**config.mk**
```make
export PLATFORM = sky130hd
export DESIGN_NAME = acc_adapter_sb
export DESIGN_NICKNAME = d
export VERILOG_FILES = /design/src/rtl/acc_adapter_sb.sv
export SDC_FILE = /design/constraint.sdc
export NUM_CORES = 1
export LEC_CHECK = 0
export BUFFER_PORTS_ARGS = -buffer_cell sky130_fd_sc_hd__clkbuf_2
export CAP_MARGIN = 5
export CELL_PAD_IN_SITES_DETAIL_PLACEMENT = 0
export CELL_PAD_IN_SITES_GLOBAL_PLACEMENT = 2
export CORE_MARGIN = 1
export CORE_UTILIZATION = 35
export CTS_BUF_LIST = sky130_fd_sc_hd__clkbuf_4 sky130_fd_sc_hd__clkbuf_8 sky130_fd_sc_hd__clkbuf_16
export CTS_CLUSTER_SIZE = 40
export DETAILED_ROUTE_END_ITERATION = 8
export GPL_TIMING_DRIVEN = 0
export HOLD_SLACK_MARGIN = 0.03
export PLACE_DENSITY_LB_ADDON = 0.1
export SYNTH_ARGS = -nofsm -noshare
export SYNTH_HDL_FRONTEND = slang
export SYNTH_SLANG_ARGS = --single-unit
```
**constraint.sdc**
```tcl
create_clock -name clk_i -period 15.15 [get_ports clk_i]
set_clock_uncertainty 0.2 [all_clocks]
set_input_delay 0.7575 -clock clk_i [delete_from_list [all_inputs] [get_ports clk_i]]
set_output_delay 0.7575 -clock clk_i [all_outputs]
set_load 0.01 [all_outputs]
```
**src/rtl/acc_adapter_sb.sv**
```systemverilog
// Offload adapter between a core request port and an accelerator queue.
// Picks a predecoder winner, builds operands, tracks pending destination
// registers in a scoreboard and limits in-flight writeback offloads.
module acc_adapter_sb #(
    parameter int DataWidth      = 32,
    parameter int NumPrd         = 8,
    parameter int FifoDepth      = 2,
    parameter int MaxOutstanding = 4,
    localparam int AddrWidth     = (NumPrd > 1) ? $clog2(NumPrd) : 1,
    localparam int CntWidth      = $clog2(MaxOutstanding + 1)
) (
    input  logic                   clk_i,
    input  logic                   rst_i,
    input  logic                   q_valid_i,
    output logic                   q_ready_o,
    input  logic [31:0]            q_instr_data_i,
    input  logic [3*DataWidth-1:0] q_rs_i,
    input  logic [2:0]             q_rs_valid_i,
    output logic                   k_accept_o,
    output logic                   k_writeback_o,
    output logic [31:0]            prd_instr_data_o,
    input  logic [NumPrd-1:0]      prd_accept_i,
    input  logic [3*NumPrd-1:0]    prd_use_rs_i,
    input  logic [NumPrd-1:0]      prd_writeback_i,
    input  logic [3*NumPrd-1:0]    prd_op_imm_i,
    input  logic [9*NumPrd-1:0]    prd_imm_sel_i,
    output logic                   acc_q_valid_o,
    input  logic                   acc_q_ready_i,
    output logic [AddrWidth-1:0]   acc_q_addr_o,
    output logic [31:0]            acc_q_data_op_o,
    output logic [3*DataWidth-1:0] acc_q_arg_o,
    output logic [4:0]             acc_q_id_o,
    input  logic                   acc_p_valid_i,
    output logic                   acc_p_ready_o,
    input  logic [DataWidth-1:0]   acc_p_data_i,
    input  logic [4:0]             acc_p_id_i,
    output logic                   p_valid_o,
    input  logic                   p_ready_i,
    output logic [DataWidth-1:0]   p_data_o,
    output logic [4:0]             p_id_o,
    output logic [CntWidth-1:0]    outstanding_o,
    output logic                   err_o
);

    localparam int PtrWidth = (FifoDepth > 1) ? $clog2(FifoDepth) : 1;
    localparam int LvlWidth = $clog2(FifoDepth + 1);

    typedef struct packed {
        logic [AddrWidth-1:0]   addr;
        logic [31:0]            instr;
        logic [3*DataWidth-1:0] args;
        logic [4:0]             rd;
    } entry_t;

    // RISC-V immediate of the selected format, sign-extended to DataWidth
    function automatic logic [DataWidth-1:0] imm_ext(input logic [31:0] ins, input logic [2:0] sel);
        logic [31:0] imm;
        case (sel)
            3'd1:    imm = {{20{ins[31]}}, ins[31:25], ins[11:7]};
            3'd2:    imm = {{19{ins[31]}}, ins[31], ins[7], ins[30:25], ins[11:8], 1'b0};
            3'd3:    imm = {ins[31:12], 12'b0};
            3'd4:    imm = {{11{ins[31]}}, ins[31], ins[19:12], ins[20], ins[30:21], 1'b0};
            default: imm = {{20{ins[31]}}, ins[31:20]};
        endcase
        return DataWidth'($signed(imm));
    endfunction

    function automatic logic [PtrWidth-1:0] ptr_inc(input logic [PtrWidth-1:0] p);
        return (p == PtrWidth'(FifoDepth - 1)) ? '0 : p + 1'b1;
    endfunction

    logic                   win_found;
    logic [AddrWidth-1:0]   win_idx;
    logic                   win_wb;
    logic [2:0]             win_use_rs;
    logic [2:0]             win_op_imm;
    logic [8:0]             win_imm_sel;
    logic [3*DataWidth-1:0] args;
    logic [4:0]             rd;
    logic                   tracked, resp_hs, src_miss, fifo_full, out_full, sb_hazard;
    logic                   stall, push, pop, inc, dec;
    logic [31:0]            sb_q, sb_next;
    logic [CntWidth-1:0]    out_q;
    logic                   err_q;
    entry_t                 mem [FifoDepth];
    entry_t                 head;
    logic [PtrWidth-1:0]    wr_ptr, rd_ptr;
    logic [LvlWidth-1:0]    level;

    assign prd_instr_data_o = q_instr_data_i;
    assign k_accept_o       = |prd_accept_i;
    assign k_writeback_o    = win_wb;

    // Lowest-index accepting predecoder wins and supplies the decode attributes
    always_comb begin
        win_found   = 1'b0;
        win_idx     = '0;
        win_wb      = 1'b0;
        win_use_rs  = '0;
        win_op_imm  = '0;
        win_imm_sel = '0;
        for (int unsigned i = 0; i < NumPrd; i++) begin
            if (prd_accept_i[i] && !win_found) begin
                win_found   = 1'b1;
                win_idx     = AddrWidth'(i);
                win_wb      = prd_writeback_i[i];
                win_use_rs  = prd_use_rs_i[3*i +: 3];
                win_op_imm  = prd_op_imm_i[3*i +: 3];
                win_imm_sel = prd_imm_sel_i[9*i +: 9];
            end
        end
    end

    // Operand selection: register source or decoded immediate
    always_comb begin
        args = '0;
        for (int unsigned j = 0; j < 3; j++) begin
            args[j*DataWidth +: DataWidth] = win_op_imm[j]
                ? imm_ext(q_instr_data_i, win_imm_sel[3*j +: 3])
                : q_rs_i[j*DataWidth +: DataWidth];
        end
    end

    // Hazard and capacity checks; a response retiring rd this cycle unblocks it
    always_comb begin
        rd        = q_instr_data_i[11:7];
        tracked   = win_wb && (rd != 5'd0);
        resp_hs   = acc_p_valid_i && p_ready_i;
        src_miss  = |(win_use_rs & ~q_rs_valid_i);
        fifo_full = (level == LvlWidth'(FifoDepth));
        out_full  = (out_q == CntWidth'(MaxOutstanding));
        sb_hazard = tracked && sb_q[rd] && !(resp_hs && (acc_p_id_i == rd));
        stall     = k_accept_o && (src_miss || fifo_full || (win_wb && out_full) || sb_hazard);
        q_ready_o = !k_accept_o || !stall;
        push      = q_valid_i && k_accept_o && !stall;
        pop       = (level != '0) && acc_q_ready_i;
        inc       = push && win_wb;
        dec       = resp_hs && (out_q != '0);
    end

    // FIFO storage write; contents need no reset because level gates visibility
    always_ff @(posedge clk_i) begin
        if (push) begin
            mem[wr_ptr] <= '{addr: win_idx, instr: q_instr_data_i, args: args, rd: rd};
        end
    end

    // FIFO pointers and fill level
    always_ff @(posedge clk_i) begin
        if (rst_i) begin
            wr_ptr <= '0;
            rd_ptr <= '0;
            level  <= '0;
        end else begin
            if (push) wr_ptr <= ptr_inc(wr_ptr);
            if (pop)  rd_ptr <= ptr_inc(rd_ptr);
            if (push && !pop)      level <= level + 1'b1;
            else if (pop && !push) level <= level - 1'b1;
        end
    end

    // Scoreboard update: clear on response first, so a same-cycle set wins
    always_comb begin
        sb_next = sb_q;
        if (resp_hs && (acc_p_id_i != 5'd0)) sb_next[acc_p_id_i] = 1'b0;
        if (push && tracked)                 sb_next[rd]         = 1'b1;
    end

    // Scoreboard, outstanding counter and sticky protocol error
    always_ff @(posedge clk_i) begin
        if (rst_i) begin
            sb_q  <= '0;
            out_q <= '0;
            err_q <= 1'b0;
        end else begin
            sb_q <= sb_next;
            if (inc && !dec)      out_q <= out_q + 1'b1;
            else if (dec && !inc) out_q <= out_q - 1'b1;
            if (resp_hs && ((out_q == '0) || ((acc_p_id_i != 5'd0) && !sb_q[acc_p_id_i]))) begin
                err_q <= 1'b1;
            end
        end
    end

    assign head            = mem[rd_ptr];
    assign acc_q_valid_o   = (level != '0);
    assign acc_q_addr_o    = head.addr;
    assign acc_q_data_op_o = head.instr;
    assign acc_q_arg_o     = head.args;
    assign acc_q_id_o      = head.rd;

    assign p_valid_o     = acc_p_valid_i;
    assign p_data_o      = acc_p_data_i;
    assign p_id_o        = acc_p_id_i;
    assign acc_p_ready_o = p_ready_i;
    assign outstanding_o = out_q;
    assign err_o         = err_q;

endmodule

```
# --- Word level (Yosys, flattened, before mapping) ---
# Memory sizes are Yosys's and may differ from the RTL's. A register that Yosys moved wholly into a read port is not among the register bits.
# Index checks and enable logic that the tools add are counted.
op_classes:
  addsub: 6
  order_cmp: 4
  eq_ne: 15
  mux: 72
  n_bitwise: 5
  reduce_logical: 58
ops:
  columns: ["cell", "n"]
  rows:
  - ["$pmux W31 S4", 3]
  - ["$mux W32", 5]
  - ["$mux W3", 24]
  - ["$mux W9", 8]
  - ["$and A32 B32 Y32", 1]
  - ["$not A32 Y32", 1]
  - ["$or A32 B32 Y32", 1]
  - ["$logic_and A1 B1 Y1", 29]
  - ["$mux W1", 26]
  - ["$eq A3 B2 Y1 const B", 6]
  - ["$logic_not A1 Y1", 15]
  - ["$eq A3 B3 Y1 const B", 4]
  - ["$lt A5 B6 Y1 const B", 2]
  - ["$bmux W1 S5", 2]
  - ["$demux W1 S5", 2]
  - ["$ge A5 B1 Y1 const B", 2]
  - ["$reduce_bool A5 Y1", 2]
  - ["$eq A3 B1 Y1 const B", 3]
  - ["$reduce_or A8 Y1", 1]
  - ["$reduce_bool A2 Y1", 3]
  - ["$eq A5 B5 Y1", 1]
  - ["$logic_or A1 B1 Y1", 5]
  - ["$mux W2", 2]
  - ["$add A3 B1 Y3 const B", 1]
  - ["10 further kinds", 11]
totals:
  ff_bits: 40
  ramBits: 272
  in_bits: 310
  out_inout_bits: 215
  elab_cells: 167
  n_memories: 1
memory_table:
  columns: ["name", "words", "word_bits", "read_ports", "rd_ports_with_merged_regs", "wr", "line", "source"]
  rows:
  - ["mem", 2, 136, 1, 1, 1, "85", "entry_t mem [FifoDepth];"]

# --- Longest topological paths before layout ---
depth:
  word_depth: 35
  mapped_depth: 17
  mapped_depth_nobuf: 13

# --- Worst setup path before layout ---
# No wires, ideal clock.
synth_timing:
  path_type: "in2reg"
  from: "in prd_accept_i[1]"
  to: "mem mem[0][100] in the netlist's numbering, enable pin"
  setup_time_ps: 638
  arrival_time_ps: 8364
  required_ps: 14312
  setup_slack_ps: 5948
  cell_stages: 10
  path_buffers: 3
  cell_sequence: "buf_2 or4_4 buf_6 nor2_2 buf_4 a221o_1 and2_1 o221ai_1 nor3b_2 nor2b_1"
synth_via:
  elab_chain_cells: 30
  word_cells_on_any_way: 49
  classes_between: "mux (22); bitwise (1); reduce/logical (26)"
synth_rtl:
  columns: ["item", "line", "source"]
  rows:
  - ["start: declaration", "22", "input logic [NumPrd-1:0] prd_accept_i,"]
  - ["$logic_and A1 B1 Y1", "103", "if (prd_accept_i[i] && !win_found) begin"]
  - ["$mux W1", "103", null]
  - ["$logic_not A1 Y1", "103", null]
  - ["$logic_and A1 B1 Y1", "103", null]
  - ["$mux W1", "103", null]
  - ["$logic_not A1 Y1", "103", null]
  - ["$logic_and A1 B1 Y1", "103", null]
  - ["$mux W1", "103", null]
  - ["[... 12 more ...]", null, null]
  - ["$and A3 B3 Y3", "129", "src_miss = |(win_use_rs & ~q_rs_valid_i);"]
  - ["$reduce_or A3 Y1", "129", null]
  - ["$logic_or A1 B1 Y1 (3 in a row)", "133", "stall = k_accept_o && (src_miss || fifo_full || (win_wb && out_full) || sb_hazard);"]
  - ["$logic_and A1 B1 Y1", "133", null]
  - ["$logic_not A1 Y1", "135", "push = q_valid_i && k_accept_o && !stall;"]
  - ["$logic_and A1 B1 Y1 (*)", "135", null]
  - ["$mux W1 (*)", "143", "if (push) begin"]
  - ["$mux W1 (not written as such) (*)", "144", "mem[wr_ptr] <= '{addr: win_idx, instr: q_instr_data_i, args: args, rd: rd};"]
  - ["end: declaration", "85", null]
# Mark *: on every way between the ends. The rest lies on a longest branch, timed or not.

# --- Final worst setup path ---
layout_timing:
  from: "in q_instr_data_i[8]"
  to: "reg out_q[2], in the netlist outstanding_o[2]"
layout_via:
  elab_chain_cells: 12
  word_cells_on_any_way: 19
  classes_between: "eq/ne (1); mux (3); reduce/logical (15)"
layout_rtl:
  columns: ["item", "line", "source"]
  rows:
  - ["start: declaration", "16", "input logic [31:0] q_instr_data_i,"]
  - ["$bmux W1 S5 (tied with other cells)", "132", "sb_hazard = tracked && sb_q[rd] && !(resp_hs && (acc_p_id_i == rd));"]
  - ["$mux W1 (not written as such) (tied with other cells)", "132", null]
  - ["$logic_and A1 B1 Y1 or $logic_not A1 Y1 (tied branches)", "132", null]
  - ["$logic_and A1 B1 Y1 (*)", "132", null]
  - ["$logic_or A1 B1 Y1 (*)", "133", null]
  - ["$logic_and A1 B1 Y1 (*)", "133", null]
  - ["$logic_not A1 Y1 (*)", "135", null]
  - ["$logic_and A1 B1 Y1 (*)", "135", null]
  - ["$logic_and A1 B1 Y1 (*)", "137", "inc = push && win_wb;"]
  - ["$logic_not A1 Y1", "178", "else if (dec && !inc) out_q <= out_q - 1'b1;"]
  - ["$logic_and A1 B1 Y1", "178", null]
  - ["$reduce_bool A2 Y1 (no line)", null, null]
  - ["end signal: assignment", "177", "if (inc && !dec) out_q <= out_q + 1'b1;"]
  - ["end signal: assignment", "178", null]
  - ["end: declaration", "83", "logic [CntWidth-1:0] out_q;"]
# Mark *: on every way between the ends. The rest lies on a longest branch, timed or not. The select of a mux whose other input is x is not followed.
# A chain may end at the register's enable or synchronous reset.

==> results.cfg <==
[setup_path]
crit_required_ns = 15.40
cp_arrival_ns = 5.20
ff2ff_setup_slack_ns = 11.13
critical_path_class = in2reg
crit_path_max_fanout = 10
kind_of_end_point_of_the_critical_path = register
crit_path_max_incr_delay_ns = 0.61
cp_slowest_cell = sky130_fd_sc_hd__clkbuf_1
crit_path_start_kind = input pin
cp_cell_sequence = clkbuf_2, clkbuf_1, buf_2, clkbuf_1, a211oi_1, o311ai_0, o21ai_0, or2_2, nand4_4, buf_2, inv_1, ha_1, inv_1, fa_1, xor2_1, or3_1, a21oi_1

[cts]
cts_hold_repair.buffers = 0
cts.path.max_buffers = 3
post-cts-setup-buffers = 0
clkTransAtPathRegs_ns = 0.06
cts_inserted_buffers = 35
clock_tree.htree_level_count = 2
clock-sinks = 302
worstSkewPairLatency_ns = 0.52
cts_tree = done
ctsResizeCount = 0
clock_tree_root_driver_cell = sky130_fd_sc_hd__clkbuf_16

[worst_hold_path]
hp-class = in2reg

[routing]
routed_via_count = 12700
remaining_drc_errors = 0
route.detailed.wl_per_inst_um = 25.0
wl_met2_um = 30100
routed_via_density = 5.27
met3_wirelength_um = 4050
postRouteWirelength_um = 60300
drt_iter0_drcs = 872
drt_first_pass_iters = 5
drt-met1-wl_um = 24200
top_layer_used = met5
detail-route-antenna-nets = 0

[finish]
fin_nets = 2109
final_cell_mix = sky130_fd_sc_hd__clkbuf_2, sky130_fd_sc_hd__edfxtp_1, sky130_fd_sc_hd__mux2_2, sky130_fd_sc_hd__nand2_1, sky130_fd_sc_hd__buf_4
final_common_cell = sky130_fd_sc_hd__clkbuf_2
area_growth_pct = 28.1
fill_cells = 4250
final_core_utilization = 0.457
final_layout_size_suffix_gt1_frac = 0.461

[timing]
max_clock_freq_mhz = 202
hold_slack_ns = 0.236
setup_viol_count_final = 0
tns_ns = 0
rsz0062_at_grt = false
final_max_slew_viol_count = 0
hold_viol_final = 0
max_slew.worst_pin.slew_ns = 0.952
period_share = 0.327
slew_headroom = 0.366
minimum_clock_period_after_layout_ns = 4.95

[run_status]
run_status = completed

[synth]
syn_inst = 1268
netlist-cell-type-count = 92
async_reset_ff_frac = 0
postSynth.topFlopCell = sky130_fd_sc_hd__edfxtp_1
synthesized_flop_and_latch_total = 302
synth_enable_flop_cells = 262
seq_area_frac_synth = 0.547
cell_area_after_synthesis_um2 = 15800
ys_warn_count = 0
syn_nets = 1581
avgSynthCellArea_um2 = 12.5

[power_and_ir_drop]
p_sw_frac = 0.310
power_density_nw_per_um2 = 129
design_power_total_w = 0.00262
power.sequential.fraction = 0.387
p_leak_nw = 7.95
internal_power_w = 0.00181
p_switching_w = 0.000812
vdd_drop_max_uv = 75.8
power_frac_comb = 0.299
clkPwrFrac = 0.314

[place]
buffers_added_on_ports = 484
gp_congestion = 0.902
placed_wire_length_estimate_um = 45700

[global_routing]
global_route_overflow = 0
grt_pass1_vias = 12700
grt_start_max_net_pins = 59
grt_antenna_before_repair = 10
grt_first_pass_wirelength_um = 86100
grt.total_usage = 0.254

[die]
floorplan.rows = 77
die-width_um = 215
initial_core_util = 0.357
design.die.area_um2 = 46100
top_level_ports = 525
die_h_um = 215
coreArea_um2 = 44400

[run]
maxCapViolations = 0
layout make-up:
type	instances	area (um^2)	share of cell area
clock buffer	43	953	0.0470
multi-input combinational	781	6120	0.302
sequential	302	8670	0.427
tap	592	741	0.0365
buffer	167	986	0.0486
inverter	18	67.6	0.00333
timing repair buffer	491	2590	0.128
antenna	3	7.51	0.000370
clock inverter	19	153	0.00752
power groups by stage:
stage	Sequential, W	Combinational (W)	Clock [W]
detailed placement	0.00103	0.000794	0
finish	0.00101	0.000785	0.000823
floorplan	0.00104	0.000452	0
global placement	0.00105	0.000778	0
global route	0.00102	0.000839	0.000870
CTS	0.00101	0.000799	0.000840
per-layer routing:
metal  global-route usage  vias up
li1                     -     5887
met1                0.309     6279
met2                0.444      474
met3               0.0566       91
met4               0.0840       10
met5                    0        -
registers in the layout, indices dropped and copies added (netlist names), named ones only:
name,cells
outstanding_o,3
sb_q,31
wr_ptr,1
err_o,1
mem,262
rd_ptr,1
level,2
kinds of logic (layout without fill, tap and decap cells):
| group | after synthesis | after routing | share of synthesized area |
|---|---|---|---|
| AO/OA/AOI/OAI | 319 | 319 | 0.148 |
| XOR/XNOR | 13 | 13 | 0.00719 |
| adder cells (fa/ha/maj) | 3 | 3 | 0.00284 |
| buffers and inverters | 185 | 738 | 0.0665 |
| flip-flops | 302 | 302 | 0.547 |
| multiplexers | 189 | 189 | 0.137 |
| other | 0 | 3 | 0 |
| AND/OR/NAND/NOR | 257 | 257 | 0.0912 |
through the flow:
| step | setup slack (ns) | cells | instance area (um^2) |
|---|---|---|---|
| after global placement | 0.658 | 2344 | 19000 |
| final | 10.20 | 2416 | 20300 |
| after detailed placement | 9.67 | 2351 | 19200 |
| after floorplan | 5.95 | 1268 | 15800 |
| after global routing | 10.02 | 2416 | 20300 |
| after CTS | 10.22 | 2413 | 20300 |
worst paths after layout:
| path | from | endpoint | depth (start not counted) |
|---|---|---|---|
| worst max register to register | level[0] | mem[0][32] | 9 |
| worst min register to register | err_o | err_o | 2 |
| worst max-delay path | q_instr_data_i[8] | outstanding_o[2] | 17 |
| worst min-delay path | q_instr_data_i[3] | mem[1][104] | 1 |
synth_stat cells (18+ instances only):
library cell,number,area [um^2]
sky130_fd_sc_hd__edfxtp_1,262,7870
sky130_fd_sc_hd__mux2_2,144,1620
sky130_fd_sc_hd__nand2_1,82,308
sky130_fd_sc_hd__buf_4,81,608
sky130_fd_sc_hd__o21ai_0,80,400
sky130_fd_sc_hd__clkbuf_1,59,221
sky130_fd_sc_hd__dfxtp_1,40,801
sky130_fd_sc_hd__mux2i_1,36,360
sky130_fd_sc_hd__nor2b_1,36,225
sky130_fd_sc_hd__nor2_1,33,124
sky130_fd_sc_hd__a221o_1,29,290
sky130_fd_sc_hd__o21ai_1,29,145
sky130_fd_sc_hd__a21oi_1,27,135
sky130_fd_sc_hd__a22o_1,19,166
sky130_fd_sc_hd__a22oi_1,19,143
sky130_fd_sc_hd__nand3b_1,18,135
worst max-delay path: cells and delay by family:
kind | cells | cell delay (ns)
AOI/OAI and AO/OA | 4 | 1.04
xor gates and xnor gates | 1 | 0.07
adders and majority gates | 2 | 0.39
buffers and inverters | 7 | 2.05
and+or+nand+nor | 3 | 0.87
Power figures use the tool's default switching activity.
